$ cat config.mk
export PLATFORM = sky130hd
export DESIGN_NAME = switch_alu_core_flat
export DESIGN_NICKNAME = d
export VERILOG_FILES = /design/src/rtl/switch_alu_pkg.sv /design/src/rtl/switch_alu_core_if.sv /design/src/rtl/switch_alu_core_button_conditioner.sv /design/src/rtl/switch_alu_core.sv /design/src/flat_wrapper.sv
export SDC_FILE = /design/constraint.sdc
export NUM_CORES = 1
export LEC_CHECK = 0
export BUFFER_PORTS_ARGS = -buffer_cell sky130_fd_sc_hd__buf_2
export CORE_ASPECT_RATIO = 1.1
export CORE_MARGIN = 4
export CORE_UTILIZATION = 63
export CTS_CLUSTER_SIZE = 24
export DETAILED_ROUTE_END_ITERATION = 6
export GPL_TIMING_DRIVEN = 0
export PLACE_DENSITY = 0.9
export SLEW_MARGIN = 20
export SYNTH_ARGS = -nofsm -noshare
export SYNTH_HDL_FRONTEND = slang
export SYNTH_SLANG_ARGS = --single-unit
export TNS_END_PERCENT = 50
$ cat constraint.sdc
create_clock -name clock -period 5.2 [get_ports clock]
set_input_delay 1.04 -clock clock [delete_from_list [all_inputs] [get_ports clock]]
set_output_delay 1.04 -clock clock [all_outputs]
set_load 0.02 [all_outputs]
$ cat src/rtl/switch_alu_pkg.sv
// Shared types and constants for the switch-driven ALU core.
package switch_alu_pkg;

    typedef enum logic [1:0] {
        PH_OPCODE = 2'd0,
        PH_SRC1   = 2'd1,
        PH_SRC2   = 2'd2,
        PH_EXEC   = 2'd3
    } phase_e;

    localparam logic [3:0] OP_ADD    = 4'd0;
    localparam logic [3:0] OP_SUB    = 4'd1;
    localparam logic [3:0] OP_AND    = 4'd2;
    localparam logic [3:0] OP_OR     = 4'd3;
    localparam logic [3:0] OP_XOR    = 4'd4;
    localparam logic [3:0] OP_NOT    = 4'd5;
    localparam logic [3:0] OP_SHL    = 4'd6;
    localparam logic [3:0] OP_SHR    = 4'd7;
    localparam logic [3:0] OP_MOV    = 4'd8;
    localparam logic [3:0] OP_LDI    = 4'd9;
    localparam logic [3:0] OP_INC    = 4'd10;
    localparam logic [3:0] OP_DEC    = 4'd11;
    localparam logic [3:0] OP_NOP_LO = 4'd12;  // 12..15 are all NOP

    localparam logic [1:0] DM_OPCODE  = 2'd0;
    localparam logic [1:0] DM_REG_ID  = 2'd1;
    localparam logic [1:0] DM_REG_VAL = 2'd2;

endpackage

$ cat src/rtl/switch_alu_core_if.sv
// Switch/button inputs and display/flag outputs of the ALU core.
interface switch_alu_core_if #(
    parameter int WIDTH    = 8,
    parameter int NUM_REGS = 8,
    parameter int SW_WIDTH = 4
);
    localparam int RW = $clog2(NUM_REGS);

    logic [SW_WIDTH-1:0] inputs;
    logic                step_n;
    logic                show_n;
    logic [1:0]          phase;
    logic [3:0]          opcode;
    logic [RW-1:0]       sel_reg;
    logic [1:0]          disp_mode;
    logic [WIDTH-1:0]    disp_value;
    logic                carry;
    logic                zero;
    logic                done;

    modport master (
        output inputs, step_n, show_n,
        input  phase, opcode, sel_reg, disp_mode, disp_value, carry, zero, done
    );

    modport slave (
        input  inputs, step_n, show_n,
        output phase, opcode, sel_reg, disp_mode, disp_value, carry, zero, done
    );
endinterface

$ cat src/rtl/switch_alu_core_button_conditioner.sv
// Synchronises a raw active-low button, debounces it and emits a
// one-cycle press pulse on the accepted released->pressed change.
module button_conditioner #(
    parameter int DEBOUNCE = 16
) (
    input  logic clock,
    input  logic reset_n,
    input  logic btn_n,
    output logic press
);
    localparam int CW = $clog2(DEBOUNCE + 1);

    logic [1:0]    sync_q;
    logic          level_q;
    logic [CW-1:0] cnt_q;
    logic          differ;
    logic          settle;

    // settle fires on the DEBOUNCE-th consecutive differing cycle
    assign differ = sync_q[1] != level_q;
    assign settle = differ && (cnt_q == CW'(DEBOUNCE - 1));
    assign press  = settle && level_q;

    always_ff @(posedge clock or negedge reset_n) begin
        if (!reset_n) begin
            sync_q  <= 2'b11;
            level_q <= 1'b1;
            cnt_q   <= '0;
        end else begin
            sync_q <= {sync_q[0], btn_n};
            if (!differ || settle) cnt_q <= '0;
            else                   cnt_q <= cnt_q + 1'b1;
            if (settle) level_q <= sync_q[1];
        end
    end
endmodule

$ cat src/rtl/switch_alu_core.sv
// Four-phase operator-entry FSM around an N x WIDTH register file and a
// 12-op ALU, stepped by a debounced button and observed via the display outputs.
module switch_alu_core
    import switch_alu_pkg::*;
#(
    parameter int WIDTH    = 8,
    parameter int NUM_REGS = 8,
    parameter int SW_WIDTH = 4,
    parameter int DEBOUNCE = 16
) (
    input logic               clock,
    input logic               reset_n,
    switch_alu_core_if.slave  bus
);
    localparam int RW = $clog2(NUM_REGS);

    logic                            step_p, show_p;
    phase_e                          phase_q;
    logic [3:0]                      opcode_q;
    logic [RW-1:0]                   src1_q, src2_q;
    logic [WIDTH-1:0]                imm_q;
    logic                            exec_pending_q;
    logic [NUM_REGS-1:0][WIDTH-1:0]  rf_q;
    logic                            carry_q, zero_q, done_q, show_q;
    logic                            enter_op_d;
    logic [WIDTH+1:0]                alu_d;
    logic [RW-1:0]                   sel_w;
    logic [1:0]                      mode_w;

    button_conditioner #(.DEBOUNCE(DEBOUNCE)) u_step (
        .clock(clock), .reset_n(reset_n), .btn_n(bus.step_n), .press(step_p)
    );
    button_conditioner #(.DEBOUNCE(DEBOUNCE)) u_show (
        .clock(clock), .reset_n(reset_n), .btn_n(bus.show_n), .press(show_p)
    );

    // Returns {write_enable, carry, result}
    function automatic logic [WIDTH+1:0] alu(input logic [3:0] op,
                                             input logic [WIDTH-1:0] a, b, imm);
        logic [WIDTH:0]   s;
        logic [WIDTH-1:0] r;
        logic             c, wr;
        s = '0; r = '0; c = 1'b0; wr = 1'b1;
        case (op)
            OP_ADD: begin s = {1'b0, a} + {1'b0, b}; r = s[WIDTH-1:0]; c = s[WIDTH]; end
            OP_SUB: begin r = a - b; c = a < b; end
            OP_AND: r = a & b;
            OP_OR:  r = a | b;
            OP_XOR: r = a ^ b;
            OP_NOT: r = ~a;
            OP_SHL: begin r = {a[WIDTH-2:0], 1'b0}; c = a[WIDTH-1]; end
            OP_SHR: begin r = {1'b0, a[WIDTH-1:1]}; c = a[0]; end
            OP_MOV: r = b;
            OP_LDI: r = imm;
            OP_INC: begin s = {1'b0, a} + (WIDTH+1)'(1); r = s[WIDTH-1:0]; c = s[WIDTH]; end
            OP_DEC: begin r = a - WIDTH'(1); c = (a == '0); end
            default: wr = 1'b0;
        endcase
        return {wr, c, r};
    endfunction

    assign alu_d = alu(opcode_q, rf_q[src1_q], rf_q[src2_q], imm_q);

    // Staying in or returning to OPCODE clears the show flag, beating a toggle
    assign enter_op_d = (phase_q == PH_OPCODE) ||
                        (phase_q == PH_EXEC && !exec_pending_q && step_p);

    always_ff @(posedge clock or negedge reset_n) begin
        if (!reset_n) begin
            phase_q        <= PH_OPCODE;
            opcode_q       <= '0;
            src1_q         <= '0;
            src2_q         <= '0;
            imm_q          <= '0;
            exec_pending_q <= 1'b0;
            rf_q           <= '0;
            carry_q        <= 1'b0;
            zero_q         <= 1'b0;
            done_q         <= 1'b0;
            show_q         <= 1'b0;
        end else begin
            done_q <= 1'b0;
            case (phase_q)
                PH_OPCODE: begin
                    opcode_q <= bus.inputs[3:0];
                    if (step_p) phase_q <= PH_SRC1;
                end
                PH_SRC1: begin
                    src1_q <= bus.inputs[RW-1:0];
                    if (step_p) phase_q <= PH_SRC2;
                end
                PH_SRC2: begin
                    src2_q <= bus.inputs[RW-1:0];
                    imm_q  <= WIDTH'(bus.inputs);
                    if (step_p) begin
                        phase_q        <= PH_EXEC;
                        exec_pending_q <= 1'b1;
                    end
                end
                PH_EXEC: begin
                    if (exec_pending_q) begin
                        exec_pending_q <= 1'b0;
                        done_q         <= 1'b1;
                        if (alu_d[WIDTH+1]) begin
                            rf_q[src1_q] <= alu_d[WIDTH-1:0];
                            carry_q      <= alu_d[WIDTH];
                            zero_q       <= (alu_d[WIDTH-1:0] == '0);
                        end
                    end else if (step_p) begin
                        phase_q <= PH_OPCODE;
                    end
                end
                default: phase_q <= PH_OPCODE;
            endcase
            if (enter_op_d)  show_q <= 1'b0;
            else if (show_p) show_q <= ~show_q;
        end
    end

    assign sel_w  = (phase_q == PH_SRC2) ? src2_q : src1_q;
    assign mode_w = (phase_q == PH_OPCODE) ? DM_OPCODE :
                    (show_q ? DM_REG_VAL : DM_REG_ID);

    assign bus.phase      = phase_q;
    assign bus.opcode     = opcode_q;
    assign bus.sel_reg    = sel_w;
    assign bus.disp_mode  = mode_w;
    assign bus.disp_value = (mode_w == DM_REG_VAL) ? rf_q[sel_w] : '0;
    assign bus.carry      = carry_q;
    assign bus.zero       = zero_q;
    assign bus.done       = done_q;
endmodule

$ cat src/flat_wrapper.sv
// flat-port wrapper written by rule: the top's interface ports become plain ports
module switch_alu_core_flat import switch_alu_pkg::*;
#(
    parameter int WIDTH    = 8,
    parameter int NUM_REGS = 8,
    parameter int SW_WIDTH = 4,
    parameter int DEBOUNCE = 16
)
  (clock, reset_n, bus_inputs, bus_step_n, bus_show_n, bus_phase, bus_opcode, bus_sel_reg, bus_disp_mode, bus_disp_value, bus_carry, bus_zero, bus_done);
  switch_alu_core_if #(.WIDTH(WIDTH), .NUM_REGS(NUM_REGS), .SW_WIDTH(SW_WIDTH)) bus_i ();
  input logic clock;
  input logic reset_n;
  input wire logic [$bits(bus_i.inputs)-1:0] bus_inputs;
  input wire logic [$bits(bus_i.step_n)-1:0] bus_step_n;
  input wire logic [$bits(bus_i.show_n)-1:0] bus_show_n;
  output wire logic [$bits(bus_i.phase)-1:0] bus_phase;
  output wire logic [$bits(bus_i.opcode)-1:0] bus_opcode;
  output wire logic [$bits(bus_i.sel_reg)-1:0] bus_sel_reg;
  output wire logic [$bits(bus_i.disp_mode)-1:0] bus_disp_mode;
  output wire logic [$bits(bus_i.disp_value)-1:0] bus_disp_value;
  output wire logic [$bits(bus_i.carry)-1:0] bus_carry;
  output wire logic [$bits(bus_i.zero)-1:0] bus_zero;
  output wire logic [$bits(bus_i.done)-1:0] bus_done;
  assign bus_i.inputs = bus_inputs;
  assign bus_i.step_n = bus_step_n;
  assign bus_i.show_n = bus_show_n;
  assign bus_phase = bus_i.phase;
  assign bus_opcode = bus_i.opcode;
  assign bus_sel_reg = bus_i.sel_reg;
  assign bus_disp_mode = bus_i.disp_mode;
  assign bus_disp_value = bus_i.disp_value;
  assign bus_carry = bus_i.carry;
  assign bus_zero = bus_i.zero;
  assign bus_done = bus_i.done;
  switch_alu_core #(.WIDTH(WIDTH), .NUM_REGS(NUM_REGS), .SW_WIDTH(SW_WIDTH), .DEBOUNCE(DEBOUNCE)) u_core (.clock(clock), .reset_n(reset_n), .bus(bus_i));
endmodule
# After elaboration in Yosys (flattened, before gate mapping)
# Index checks and enable logic that the tools add are counted.
# classes
n_addsub	6
n_mul	0
n_div	0
order_cmp	5
eq_ne	24
shift	0
muxes	30
n_bitwise	5
reduce_logical	23
# ops
cell	n
$pmux 8 s12	1
$bmux 8 s3	3
$bwmux 64	1
$mux 8	5
$demux 8 s3	1
$eq 4x3->1 const B	4
$eq 4x4->1 const B	4
$logic_not 8->1	2
$mux 2	7
$lt 3x4->1 const B	3
$reduce_or 12->1	1
$add 5x1->5 const B	2
$eq 5x4->1 const B	2
$mux 5	2
$add 8x1->9 const B	1
$add 8x8->9	1
$and 8x8->8	1
$eq 4x2->1 const B	2
$lt 8x8->1	1
$ne 2x1->1 const B	4
$not 8->8	1
$or 8x8->8	1
$pmux 2 s4	1
$sub 8x1->8 const B	1
22 further kinds	41
# word_totals
reg_bits	101
latchBits	0
ramBits	0
rom_bits	0
input_bits	8
output_inout_bits	22
elab_cells	117
memories	0

# Depth between registers and ports, before layout
# Gate-level depths: netlist of the first run.
# logic_depth
ltp_word	6
depth_mapped	17
depth_no_buf	13

# By module
# Synthesis of the first run repeated with hierarchy kept, for this count alone.
# unflattened
hier_cells	784
hier_area_um2	7353.3
# modules_own_cells
module	instances	cells_each	area_each_um2	seq_area_each_um2
switch_alu_core	1	736	6687.7	2052.0
button_conditioner	2	24	332.8	203.9

# Worst setup path before layout of the first run
# Ideal clock, no wire load.
# synth_path
kind	register to register
start	register u_core.src2_q[0]
end	register u_core.zero_q, in the netlist u_core.bus.zero
setup_time_ns	0.104
arrival_ns	4.217
required_ns	5.096
slack_ns	0.879
stages_incl_launch_ff	17
path_buffers	3
period_less_slack_ns	4.321
cell_sequence	dfrtp_1 -> buf_6 -> buf_1 -> mux4_2 -> mux2i_1 -> inv_1 -> ha_1 -> fa_1 -> o21bai_1 -> a21oi_1 -> xnor2_1 -> o211ai_1 -> or4_1 -> buf_2 -> nor2_2 -> or4b_1 -> o41ai_2
# synth_between
elab_chain_cells	5
elab_cells_between_ends	9
classes_between	add/sub: 2; mux: 3; bitwise: 3; reduce/logical: 1
# synth_rtl
item	line_no	source
start, declared	switch_alu_core.sv:20	logic [RW-1:0] src1_q, src2_q;
start signal, assigned	switch_alu_core.sv:93	src2_q <= bus.inputs[RW-1:0];
$bmux 8 s3 *	switch_alu_core.sv:62	assign alu_d = alu(opcode_q, rf_q[src1_q], rf_q[src2_q], imm_q);
$mux 8 (implied by the code) *	switch_alu_core.sv:62	
$sub 8x8->8, or another cell as far along	switch_alu_core.sv:46	OP_SUB: begin r = a - b; c = a < b; end
$pmux 8 s12 *	switch_alu_core.sv:44	case (op)
$logic_not 8->1 *	switch_alu_core.sv:107	zero_q <= (alu_d[WIDTH-1:0] == '0);
end signal, assigned	switch_alu_core.sv:107	
end, declared	switch_alu_core.sv:24	logic carry_q, zero_q, done_q, show_q;
# Every way passes the cells marked *; elsewhere a longest branch is shown, timed or not. The select of a mux whose other input is x is not followed.
# A chain may end at the register's enable or synchronous reset.

# Worst setup path in the final report of the first run
# layout_path
start	register u_core.phase_q[0], in the netlist u_core.bus.phase[0]
end	output bus_disp_value[6]
# layout_between
elab_chain_cells	5
elab_cells_between_ends	8
classes_between	eq/ne: 2; mux: 5; reduce/logical: 1
# layout_rtl
item	line_no	source
start, declared	switch_alu_core.sv:18	phase_e phase_q;
start signal, assigned	switch_alu_core.sv:70	phase_q <= PH_OPCODE;
start signal, assigned	switch_alu_core.sv:86	if (step_p) phase_q <= PH_SRC1;
start signal, assigned	switch_alu_core.sv:90	if (step_p) phase_q <= PH_SRC2;
$eq 2x2->1	switch_alu_core.sv:120	assign sel_w = (phase_q == PH_SRC2) ? src2_q : src1_q;
$mux 3	switch_alu_core.sv:120	
$bmux 8 s3	switch_alu_core.sv:128	assign bus.disp_value = (mode_w == DM_REG_VAL) ? rf_q[sel_w] : '0;
$mux 8 (implied by the code)	switch_alu_core.sv:128	
$mux 8 *	switch_alu_core.sv:128	
end, declared	flat_wrapper.sv:20	output wire logic [$bits(bus_i.disp_value)-1:0] bus_disp_value;
# Marks and branches as above.

==> impl_results.html, run 1 <==
<table>
<tr><th>Metric</th><th>Value</th></tr>
<tr><th colspan="2">Run status</th></tr>
<tr><td>Status</td><td>complete, no violations</td></tr>
<tr><th colspan="2">Floorplanning</th></tr>
<tr><td>Die area</td><td>13480 µm²</td></tr>
<tr><td>Placement row count</td><td>41</td></tr>
<tr><td>Floorplan die height</td><td>121.4 µm</td></tr>
<tr><td>Initial cell density of the core</td><td>64.36%</td></tr>
<tr><td>Area of the core</td><td>11440 µm²</td></tr>
<tr><td>Die Width</td><td>111.1 µm</td></tr>
<tr><td># IOs</td><td>30</td></tr>
<tr><th colspan="2">Synth</th></tr>
<tr><td>Unique masters post-synth</td><td>70</td></tr>
<tr><td>Main combinational cell family by area after synthesis</td><td>multiplexers</td></tr>
<tr><td>Most area-hungry cell type in the Yosys netlist</td><td>dfrtp_1</td></tr>
<tr><td>Leading register cell type out of synthesis</td><td>dfrtp_1</td></tr>
<tr><td>Compound-gate portion of the synthesized area</td><td>between 10% and 20%</td></tr>
<tr><td>Area share of the leading cell type in the synthesized netlist</td><td>31.27%</td></tr>
<tr><td>Average cell area after synthesis</td><td>between 9 and 10 µm²</td></tr>
<tr><td>Adder-Cell Fraction of Synth Area</td><td>6.662%</td></tr>
<tr><td>Simple-gate portion of the synthesized area</td><td>16.43%</td></tr>
<tr><td>Gate count after technology mapping</td><td>756</td></tr>
<tr><td>Area contributors post-synth</td><td>dfrtp_1, mux2_2, mux4_2</td></tr>
<tr><td>Number of enable flip-flop cells after synthesis</td><td>0</td></tr>
<tr><td>Netlist area before placement</td><td>7362 µm²</td></tr>
<tr><td>Sequential element share of the synthesized area</td><td>33.41%</td></tr>
<tr><td>Synthesis warning total</td><td>0</td></tr>
<tr><td>Xor/xnor cell area share of the yosys netlist</td><td>1.785%</td></tr>
<tr><td>Multiplexer share of the synthesized area</td><td>23.40%</td></tr>
<tr><td>Proportion of synthesized flip-flops having asynchronous set or reset</td><td>100.0%</td></tr>
<tr><td>Net count after synthesis</td><td>802</td></tr>
<tr><td>Flip-flop and latch count after synthesis</td><td>98</td></tr>
<tr><th colspan="2">Critical path</th></tr>
<tr><td>Startpoint kind of the worst setup timing path</td><td>flop</td></tr>
<tr><td>WP data required</td><td>approximately 4.2 ns</td></tr>
<tr><td>CP max stage cell</td><td>mux2i_2</td></tr>
<tr><td>Data arrival time of the critical path</td><td>4.03 ns</td></tr>
<tr><td>Cell repeated most along the worst path</td><td>clkbuf_1</td></tr>
<tr><td>Worst R2R End</td><td>u_core.bus.zero$_DFFE_PN0P_</td></tr>
<tr><td>CP Class</td><td>flop to output port</td></tr>
<tr><td>Delay of the slowest critical-path stage</td><td>0.60 ns</td></tr>
<tr><td>Highest net fanout along the worst path</td><td>10</td></tr>
<tr><td>Endpoint type of the worst setup path</td><td>output port</td></tr>
<tr><td>Cells on worst reg2reg path</td><td>15</td></tr>
<tr><td>Slack of the worst reg-to-reg path</td><td>0.20 ns</td></tr>
<tr><td>Reg2reg start</td><td>u_core.src2_q[1]$_DFFE_PN0P_</td></tr>
<tr><td>Cells along the critical path</td><td>inv_1, ha_1, clkbuf_1, mux2i_2, clkinv_1, clkbuf_1, a311oi_1, a31oi_1, nor2_1, buf_2</td></tr>
<tr><th colspan="2">Timing</th></tr>
<tr><td>Tcrit/Tclk final</td><td>between 90% and 100%</td></tr>
<tr><td>Unrepaired setup endpoints after global routing</td><td>no</td></tr>
<tr><td>Worst hold slack across all endpoints</td><td>0.3534 ns</td></tr>
<tr><td>Worst-case setup margin in the final layout</td><td>0.1346 ns</td></tr>
<tr><td>Max-slew violation count</td><td>0</td></tr>
<tr><td>Worst-case clock skew</td><td>0.01114 ns</td></tr>
<tr><td>Peak clock frequency supported by timing</td><td>just under 0.2 GHz</td></tr>
<tr><td>Slew @ Worst Pin</td><td>around 1.0 ns</td></tr>
<tr><td>Count of endpoints failing setup in the final report</td><td>0</td></tr>
<tr><td>Max-Slew Margin vs Limit</td><td>30.82%</td></tr>
<tr><td>TNS Setup</td><td>0 ns</td></tr>
<tr><td>Shortest clock period the worst path allows after layout</td><td>5.065 ns</td></tr>
<tr><td>Hold violation total from the final report</td><td>0</td></tr>
<tr><th colspan="2">Placement</th></tr>
<tr><td>Setup slack at placement</td><td>-0.1264 ns</td></tr>
<tr><td>Detailed-placement wirelength estimate</td><td>16.67 mm</td></tr>
<tr><td>Gpl congestion</td><td>1.050</td></tr>
<tr><td>IO Port Bufs</td><td>29</td></tr>
<tr><td>DP Cell Count</td><td>938</td></tr>
<tr><th colspan="2">Clocking</th></tr>
<tr><td>CTS buffer count</td><td>9</td></tr>
<tr><td>Latest clock arrival within the worst-skew pair</td><td>about 0.36 ns</td></tr>
<tr><td>CTS tree</td><td>built</td></tr>
<tr><td>Number of buffers on the longest clock path</td><td>2</td></tr>
<tr><td>CTS Root Buffer Type</td><td>clkbuf_16</td></tr>
<tr><td>Maximum level of the CTS H-tree</td><td>3</td></tr>
<tr><td>Clock input transition at the sequential cells of the worst setup and hold paths</td><td>0.07 ns</td></tr>
<tr><td>Sink Count</td><td>98</td></tr>
<tr><th colspan="2">Global route</th></tr>
<tr><td>Largest net degree at the start of global routing</td><td>55</td></tr>
<tr><td>Wire length of the first global-routing pass</td><td>approximately 38 mm</td></tr>
<tr><td>Total overflow reported by the global router</td><td>0</td></tr>
<tr><td>Initial antenna violation count</td><td>0</td></tr>
<tr><td>Number of global-route vias before repair</td><td>7039</td></tr>
<tr><td>Total routing resource utilization after global routing</td><td>36.22%</td></tr>
<tr><th colspan="2">Min path</th></tr>
<tr><td>Min-Delay Path Class</td><td>flop to flop</td></tr>
<tr><td>Worst-case hold path end point</td><td>u_core.u_show.sync_q[1]$_DFF_PN1_</td></tr>
<tr><td>Hold Path Stages</td><td>0</td></tr>
<tr><td>Startpoint of the lowest-slack hold path</td><td>u_core.u_show.sync_q[0]$_DFF_PN1_</td></tr>
<tr><th colspan="2">Finish</th></tr>
<tr><td>Fin nets</td><td>between 800 and 900</td></tr>
<tr><td>Fraction of layout cells with a size suffix above 1</td><td>23.82%</td></tr>
<tr><td>Footprint of the flip-flops and latches</td><td>2461 µm²</td></tr>
<tr><td>Non-filler instance count after layout</td><td>952</td></tr>
<tr><td>Area of the multi-input gates</td><td>4576 µm²</td></tr>
<tr><td>Filler cells</td><td>819</td></tr>
<tr><td>Antenna cell count</td><td>0</td></tr>
<tr><td>Layout area overhead</td><td>9.517%</td></tr>
<tr><th colspan="2">Detailed routing</th></tr>
<tr><td>Detailed-route DRC error count</td><td>0</td></tr>
<tr><td>Total number of vias</td><td>7114</td></tr>
<tr><td>Overall routed net length</td><td>24.02 mm</td></tr>
<tr><td>Drt wl/cell</td><td>25.23 µm</td></tr>
<tr><td>Number of detailed-routing iterations run before antenna repair</td><td>6</td></tr>
<tr><td>Initial detailed-routing violation count</td><td>1071</td></tr>
<tr><td>Post-DRT Antenna Nets</td><td>0</td></tr>
<tr><td>Number of vias per cell</td><td>7.473</td></tr>
<tr><th colspan="2">Job</th></tr>
<tr><td>Max-Cap Viols</td><td>0</td></tr>
<tr><th colspan="2">Pwr</th></tr>
<tr><td>Leakage component of the power</td><td>3.503 nW</td></tr>
<tr><td>Areal power density over the cells</td><td>190.0 nW/µm²</td></tr>
<tr><td>Worst voltage drop across the vdd grid</td><td>0.1924 mV</td></tr>
</table>
-- repair_timing --
action | CTS | global route
hold buffers | 0 | 0
gates resized for setup | 1 | 4
buffers inserted | 0 | 0
endpoints found under the setup margin | 1 | 2
-- per-layer routing --
metal | part of all wire [%] | track usage [%] | vias up
met3 | 12 | 10.27 | 216
met1 | 35 | 43.28 | 3337
li1 | - | - | 2879
met2 | 47 | 59.37 | 682
met5 | 0 | 0 | -
met4 | 7.2 | 20.08 | 0
-- placed cells by master (no fill, tap or decap), drive strengths merged, types with 19 or more instances in the layout --
| cell | synthesis | final |
|---|---|---|
| o21ai | 23 | 23 |
| nor2 | 53 | 53 |
| nand3 | 37 | 37 |
| nand2 | 97 | 97 |
| mux2i | 19 | 19 |
| ha | 36 | 36 |
| buf | 17 | 48 |
| inv | 40 | 42 |
| dfrtp | 92 | 92 |
| clkbuf | 24 | 34 |
| mux4 | 27 | 27 |
| mux2 | 77 | 77 |
| a21oi | 26 | 26 |
-- flip-flops by register name, summed over array words and instances (netlist names), 2 cells and up --
register,flops
u_core.u_step.cnt_q,5
u_core.u_show.cnt_q,5
u_core.src1_q,3
u_core.imm_q,2
u_core.u_show.sync_q,2
u_core.bus.opcode,4
u_core.bus.phase,2
u_core.rf_q,64
u_core.u_step.sync_q,2
u_core.src2_q,2
-- final cells by class --
type	count	area share [%]
Clock inverter	5	0.5587
Timing Repair Buffer	32	2.405
Sequential cell	98	30.52
Buffer	39	2.343
Multi-Input combinational cell	575	56.75
Clock buffer	11	3.135
Tap cell	150	2.328
Inverter	42	1.955
-- Yosys cell counts (3+ instances only) --
library cell  instances
dfrtp_1              92
nand2b_1              8
and3_1               13
o22ai_1               7
nand4_1               5
nand3b_1              6
a211oi_1              5
nand2_1              97
buf_1                 8
ha_1                 36
buf_2                 5
inv_1                36
a221oi_1              4
xnor2_1              10
nor4_1                8
buf_6                 3
a311oi_1             12
o21ai_0              23
inv_2                 4
o211ai_1              5
nor2_1               51
xor2_1                5
mux2_2               77
a31oi_1              18
a22o_1                3
a21oi_1              26
mux4_2               25
nor2b_1               6
a32oi_1               3
mux2i_4               4
mux2i_1              15
a22oi_1               4
nor3_1                9
o21bai_1              5
o221ai_1              3
nand3_1              37
dfstp_2               6
o21a_1                3
o31ai_1               4
clkbuf_1             24
-- power breakdown --
part | internal [mW] | switching, mW | leakage [nW]
logic | 0.0234 | 0.0655 | 2.04
clock network | 0.358 | 0.309 | 0.144
registers | 0.770 | 0.00605 | 1.32
total | 1.15 | 0.381 | 3.50
-- worst max-delay path: cells and delay by family (launching register included) --
kind	cells	cell delay, ns
flip-flops	1	0.42
AND/OR/NAND/NOR	1	0.17
multiplexers	1	0.60
AO/OA/AOI/OAI	2	0.48
adder cells (fa/ha/maj)	1	0.25
buffers and inverters	5	1.74
-- per-stage QoR --
stage / util [%] / cell area [µm²] / total power, mW
6_report: 70.48 / 8063 / 1.532
2_1_floorplan: - / 7362 / 0.8335
3_3_place_gp: 67.26 / 7695 / 0.8703
5_1_grt: 70.48 / 8063 / 1.581
4_1_cts: 70.36 / 8049 / 1.533
3_5_place_dp: 67.78 / 7754 / 0.8764
-- worst max-delay path by stage --
stage / cells past startpoint / slack [ns] / end / start
6_report: 10 / 0.13 / bus_disp_value[6] / u_core.bus.phase[0]$_DFFE_PN0P_
5_1_grt: 16 / 0.08 / u_core.bus.zero$_DFFE_PN0P_ / u_core.src1_q[2]$_DFFE_PN0P_
4_1_cts: 16 / 0.01 / u_core.bus.zero$_DFFE_PN0P_ / u_core.src2_q[1]$_DFFE_PN0P_
3_5_place_dp: 16 / -0.13 / u_core.bus.zero$_DFFE_PN0P_ / u_core.src2_q[1]$_DFFE_PN0P_
3_3_place_gp: 16 / -0.05 / u_core.bus.zero$_DFFE_PN0P_ / u_core.src2_q[0]$_DFFE_PN0P_
2_1_floorplan: 16 / 0.88 / u_core.bus.zero$_DFFE_PN0P_ / u_core.src2_q[0]$_DFFE_PN0P_
-- logic make-up after synthesis --
logic type               after synthesis
flip-flops                            98
AO/OA/AOI/OAI                        143
AND/OR/NAND/NOR                      256
multiplexers                         123
adder cells (fa/ha/maj)               38
XOR/XNOR                              15
buffers and inverters                 83
(Power assumes the default switching activity.)
==> inputs of run 2 (changes only) <==
--- a/config.mk
+++ b/config.mk
@@ -8,13 +8,15 @@
 export BUFFER_PORTS_ARGS = -buffer_cell sky130_fd_sc_hd__buf_2
 export CORE_ASPECT_RATIO = 1.1
 export CORE_MARGIN = 4
-export CORE_UTILIZATION = 63
+export CORE_UTILIZATION = 47
 export CTS_CLUSTER_SIZE = 24
 export DETAILED_ROUTE_END_ITERATION = 6
 export GPL_TIMING_DRIVEN = 0
-export PLACE_DENSITY = 0.9
+export PLACE_DENSITY = 0.72
+export REMOVE_ABC_BUFFERS = 1
 export SLEW_MARGIN = 20
 export SYNTH_ARGS = -nofsm -noshare
 export SYNTH_HDL_FRONTEND = slang
+export SYNTH_HIERARCHICAL = 1
 export SYNTH_SLANG_ARGS = --single-unit
 export TNS_END_PERCENT = 50
==> run 2 against run 1 <==
Compared with the run above:
- fmax is 4.8% higher
- first-iteration DRC count decreased by 16%
- final cell count up 2.5%
- clock power shrank 3%
- non-clock buffer count is 37 lower
- final area is 2.2% lower
- utilization decreased by 18 points
- clock skew up 0.00088 ns
- global-route usage down 13 points
- via count shrank 12%
- clock-buffer cell count decreased by 2
==> impl_results.html, run 2 <==
<table>
<tr><th>Metric</th><th>Value</th></tr>
<tr><th colspan="2">Clocking</th></tr>
<tr><td>Number of buffers on the longest clock path</td><td>2 (unchanged)</td></tr>
<tr><td>Maximum level of the CTS H-tree</td><td>3 (unchanged)</td></tr>
<tr><td>Count of cells resized by post-cts repair</td><td>0 (was 1)</td></tr>
<tr><td>CTS Root Buffer Type</td><td>clkbuf_16 (unchanged)</td></tr>
<tr><td>Post CTS Setup Buffer Count</td><td>0 (unchanged)</td></tr>
<tr><td>Post-CTS Hold Fix Bufs</td><td>0 (unchanged)</td></tr>
<tr><td>Clock input transition at the sequential cells of the worst setup and hold paths</td><td>0.08 ns (was 0.07 ns)</td></tr>
<tr><td>CTS buffer count</td><td>9 (unchanged)</td></tr>
<tr><td>CTS tree</td><td>built (unchanged)</td></tr>
<tr><td>Latest clock arrival within the worst-skew pair</td><td>0.36 ns (about the same)</td></tr>
<tr><td>Sink Count</td><td>98 (unchanged)</td></tr>
<tr><th colspan="2">Synth</th></tr>
<tr><td>Gate count after technology mapping</td><td>784 (was 756)</td></tr>
<tr><td>Most area-hungry cell type in the Yosys netlist</td><td>dfrtp_1 (unchanged)</td></tr>
<tr><td>Most common cell in the synthesized netlist</td><td>nand2_1 (unchanged)</td></tr>
<tr><td>Netlist area before placement</td><td>7353 µm² (was 7362 µm²)</td></tr>
<tr><td>Synthesis warning total</td><td>6 (was 0)</td></tr>
<tr><td>Proportion of synthesized flip-flops having asynchronous set or reset</td><td>100.0% (unchanged)</td></tr>
<tr><td>Average cell area after synthesis</td><td>9.379 µm² (was 9.738 µm²)</td></tr>
<tr><td>Sequential element share of the synthesized area</td><td>33.45% (was 33.41%)</td></tr>
<tr><td>Unique masters post-synth</td><td>78 (was 70)</td></tr>
<tr><td>Leading register cell type out of synthesis</td><td>dfrtp_1 (unchanged)</td></tr>
<tr><td>Number of enable flip-flop cells after synthesis</td><td>0 (unchanged)</td></tr>
<tr><td>Area share of the leading cell type in the synthesized netlist</td><td>31.31% (was 31.27%)</td></tr>
<tr><td>Post-synth top cells</td><td>nand2_1, dfrtp_1, mux2_2, nor2_1, inv_1 (was nand2_1, dfrtp_1, mux2_2, nor2_1, nand3_1)</td></tr>
<tr><td>Flip-flop and latch count after synthesis</td><td>98 (unchanged)</td></tr>
<tr><td>Area contributors post-synth</td><td>dfrtp_1, mux4_2, mux2_2 (was dfrtp_1, mux2_2, mux4_2)</td></tr>
<tr><th colspan="2">Timing</th></tr>
<tr><td>Max-slew violation count</td><td>0 (unchanged)</td></tr>
<tr><td>Tcrit/Tclk final</td><td>92.98% (was 97.41%)</td></tr>
<tr><td>Slew @ Worst Pin</td><td>1.138 ns (was 1.009 ns)</td></tr>
<tr><td>Shortest clock period the worst path allows after layout</td><td>4.835 ns (was 5.065 ns)</td></tr>
<tr><td>Hold violation total from the final report</td><td>0 (unchanged)</td></tr>
<tr><td>TNS Setup</td><td>0 ns (unchanged)</td></tr>
<tr><td>Max-Slew Margin vs Limit</td><td>24.11% (was 30.82%)</td></tr>
<tr><td>Peak clock frequency supported by timing</td><td>0.2068 GHz (was 0.1974 GHz)</td></tr>
<tr><td>Worst-case setup margin in the final layout</td><td>0.3651 ns (was 0.1346 ns)</td></tr>
<tr><td>Unrepaired setup endpoints after global routing</td><td>no (unchanged)</td></tr>
<tr><td>Count of endpoints failing setup in the final report</td><td>0 (unchanged)</td></tr>
<tr><td>Worst-case clock skew</td><td>0.01202 ns (was 0.01114 ns)</td></tr>
<tr><th colspan="2">Critical path</th></tr>
<tr><td>Cells on worst reg2reg path</td><td>10 (was 15)</td></tr>
<tr><td>Startpoint kind of the worst setup timing path</td><td>flop (unchanged)</td></tr>
<tr><td>CP Class</td><td>flop to flop (was flop to output port)</td></tr>
<tr><td>WP data required</td><td>5.49 ns (was 4.16 ns)</td></tr>
<tr><td>Slack of the worst reg-to-reg path</td><td>0.37 ns (was 0.20 ns)</td></tr>
<tr><td>Data arrival time of the critical path</td><td>5.13 ns (was 4.03 ns)</td></tr>
<tr><td>Highest net fanout along the worst path</td><td>24 (was 10)</td></tr>
<tr><td>Endpoint type of the worst setup path</td><td>flop (was output port)</td></tr>
<tr><th colspan="2">Finish</th></tr>
<tr><td>Biggest register</td><td>u_core/rf_q (was u_core.rf_q)</td></tr>
<tr><td>Most common cell after layout, fill and taps aside</td><td>nand2_1 (unchanged)</td></tr>
<tr><td>Post-route core utilization</td><td>52.00% (was 70.48%)</td></tr>
<tr><td>Fraction of layout cells with a size suffix above 1</td><td>19.62% (was 23.82%)</td></tr>
<tr><td>Registers with the highest flip-flop counts</td><td>u_core/rf_q: 64 flops, u_core/u_show/cnt_q: 5 flops, u_core/u_step/cnt_q: 5 flops (was u_core.rf_q: 64 flops, u_core.u_show.cnt_q: 5 flops, u_core.u_step.cnt_q: 5 flops)</td></tr>
<tr><td>Layout area overhead</td><td>7.283% (was 9.517%)</td></tr>
<tr><td>Top library cells by usage in the layout, fill and taps aside</td><td>nand2_1, dfrtp_1, mux2_2, nor2_1, inv_1 (was nand2_1, dfrtp_1, mux2_2, nor2_1, nand3_1)</td></tr>
<tr><td>Fin nets</td><td>820 (was 843)</td></tr>
<tr><td>Antenna cell count</td><td>0 (unchanged)</td></tr>
<tr><td>Flip-flop count of the largest register after layout</td><td>64 (unchanged)</td></tr>
<tr><th colspan="2">Detailed routing</th></tr>
<tr><td>Number of detailed-routing iterations run before antenna repair</td><td>5 (was 6)</td></tr>
<tr><td>Drt wl/cell</td><td>20.61 µm (was 25.23 µm)</td></tr>
<tr><td>Overall routed net length</td><td>20.12 mm (was 24.02 mm)</td></tr>
<tr><td>Initial detailed-routing violation count</td><td>897 (was 1071)</td></tr>
<tr><td>Number of vias per cell</td><td>6.406 (was 7.473)</td></tr>
<tr><td>Post-DRT Antenna Nets</td><td>0 (unchanged)</td></tr>
<tr><td>Detailed-route DRC error count</td><td>0 (unchanged)</td></tr>
<tr><td>Total number of vias</td><td>6252 (was 7114)</td></tr>
<tr><th colspan="2">Min path</th></tr>
<tr><td>Hold Path Stages</td><td>0 (unchanged)</td></tr>
<tr><td>Min-Delay Path Class</td><td>flop to flop (unchanged)</td></tr>
<tr><th colspan="2">Global route</th></tr>
<tr><td>Met1 Track Usage GR</td><td>31.48% (was 43.28%)</td></tr>
<tr><td>Wire length of the first global-routing pass</td><td>32.13 mm (was 38.30 mm)</td></tr>
<tr><td>Layer carrying the most global-route usage</td><td>met2 (unchanged)</td></tr>
<tr><td>Number of global-route vias before repair</td><td>5901 (was 7039)</td></tr>
<tr><td>Total routing resource utilization after global routing</td><td>22.92% (was 36.22%)</td></tr>
<tr><td>GR Util met3</td><td>3.852% (was 10.27%)</td></tr>
<tr><td>Met2 track utilization from global routing</td><td>36.35% (was 59.37%)</td></tr>
<tr><td>Initial antenna violation count</td><td>0 (unchanged)</td></tr>
<tr><td>Largest net degree at the start of global routing</td><td>81 (was 55)</td></tr>
<tr><td>Total overflow reported by the global router</td><td>0 (unchanged)</td></tr>
<tr><th colspan="2">Pwr</th></tr>
<tr><td>Leakage component of the power</td><td>3.410 nW (was 3.503 nW)</td></tr>
<tr><td>Areal power density over the cells</td><td>211.8 nW/µm² (was 190.0 nW/µm²)</td></tr>
<tr><td>Worst voltage drop across the vdd grid</td><td>0.1661 mV (was 0.1924 mV)</td></tr>
<tr><th colspan="2">Floorplanning</th></tr>
<tr><td>Placement row count</td><td>47 (was 41)</td></tr>
<tr><td>Floorplan die height</td><td>139.2 µm (was 121.4 µm)</td></tr>
<tr><td>Initial cell density of the core</td><td>48.47% (was 64.36%)</td></tr>
<tr><td>Die Width</td><td>127.3 µm (was 111.1 µm)</td></tr>
<tr><td># IOs</td><td>30 (unchanged)</td></tr>
<tr><td>Area of the core</td><td>15170 µm² (was 11440 µm²)</td></tr>
<tr><td>Die area</td><td>17710 µm² (was 13480 µm²)</td></tr>
<tr><th colspan="2">Placement</th></tr>
<tr><td>Gpl congestion</td><td>0.9179 (was 1.050)</td></tr>
<tr><td>IO Port Bufs</td><td>29 (unchanged)</td></tr>
<tr><td>Detailed-placement wirelength estimate</td><td>13.92 mm (was 16.67 mm)</td></tr>
<tr><td>Setup slack at placement</td><td>0.1614 ns (was -0.1264 ns)</td></tr>
<tr><th colspan="2">Job</th></tr>
<tr><td>Max-Cap Viols</td><td>0 (unchanged)</td></tr>
<tr><th colspan="2">Run status</th></tr>
<tr><td>Status</td><td>complete, no violations (unchanged)</td></tr>
</table>
run 2: changes by cell type after synthesis, sizes merged, moves of 4 or more:
| cell | delta |
|---|---|
| mux2 | -26 |
| nand3 | -12 |
| buf | +4 |
| nor3 | +10 |
| nand3b | +8 |
| a21oi | +6 |
| o21ai | +14 |
| nand2 | +14 |
| nor2 | -4 |
| xor2 | -4 |
| clkbuf | +9 |
run 2: per-stage QoR:
step / hold WS [ns] / std cells / total power [mW] / area, µm²
floorplan: 0.3452 / 730 / 0.9345 / 7099
global placement: 0.3462 / 955 / 1.012 / 7490
detailed placement: 0.3489 / 960 / 1.031 / 7601
CTS: 0.3583 / 976 / 1.689 / 7886
global route: 0.3627 / 976 / 1.741 / 7889
finish: 0.3572 / 976 / 1.671 / 7889
run 2: worst max-delay path, stage by stage (launching register included):
cell	delay (ns)
dfrtp_1	1.09
nor2_1	0.19
a32o_1	0.35
nor4_4	0.68
ha_1	0.41
o21ai_0	0.16
a211oi_1	0.51
o21ai_0	0.17
o311a_1	0.17
o211ai_1	0.72
mux2_2	0.30
run 2: area by class of cell:
type                            count  area, µm²
Inverter                           41      153.9
Multi-Input combinational cell    591       4516
Clock buffer                        9      225.2
Fill cell                        1371       7283
Timing Repair Buffer               34      224.0
Clock inverter                      7      60.06
Sequential cell                    98       2465
Tap cell                          196      245.2
run 2: report_power, final:
part | switching (mW) | total, mW | internal [mW]
sequential | 0.0420 | 0.813 | 0.771
combinational | 0.141 | 0.207 | 0.0659
clock | 0.317 | 0.650 | 0.333
total | 0.501 | 1.67 | 1.17
run 2: cell families (layout without fill, tap and decap cells):
| kind of cell | Yosys count | after routing | synth area share (%) |
|---|---|---|---|
| xor+xnor | 12 | 12 | 1.429 |
| buf+inv | 95 | 91 | 5.547 |
| compound gates | 163 | 163 | 14.77 |
| mux | 97 | 97 | 19.01 |
| fa+ha+maj | 37 | 37 | 6.500 |
| simple gates | 282 | 282 | 19.30 |
| flops | 98 | 98 | 33.45 |
run 2: path summary, 6_finish.rpt:
kind	from	end
setup / recovery	u_core/src1_q[1]$_DFFE_PN0N_	u_core/rf_q[47]$_DFFE_PN0P_
hold / removal	u_core/u_step/sync_q[0]$_DFF_PN1_	u_core/u_step/sync_q[1]$_DFF_PN1_
setup reg to reg	u_core/src1_q[1]$_DFFE_PN0N_	u_core/rf_q[47]$_DFFE_PN0P_
hold reg to reg	u_core/u_step/sync_q[0]$_DFF_PN1_	u_core/u_step/sync_q[1]$_DFF_PN1_
max in group asynchronous	reset_n	u_core/rf_q[61]$_DFFE_PN0P_
min in group asynchronous	reset_n	u_core/show_q$_DFFE_PN0P_
run 2: metal layers:
metal / wire length, µm / vias to the layer above / share of wire [%]
met5: 0 / - / 0
met4: 612 / 0 / 3.0
met3: 1407 / 44 / 7.0
met2: 9497 / 291 / 47
met1: 8601 / 3084 / 43
li1: - / 2833 / -
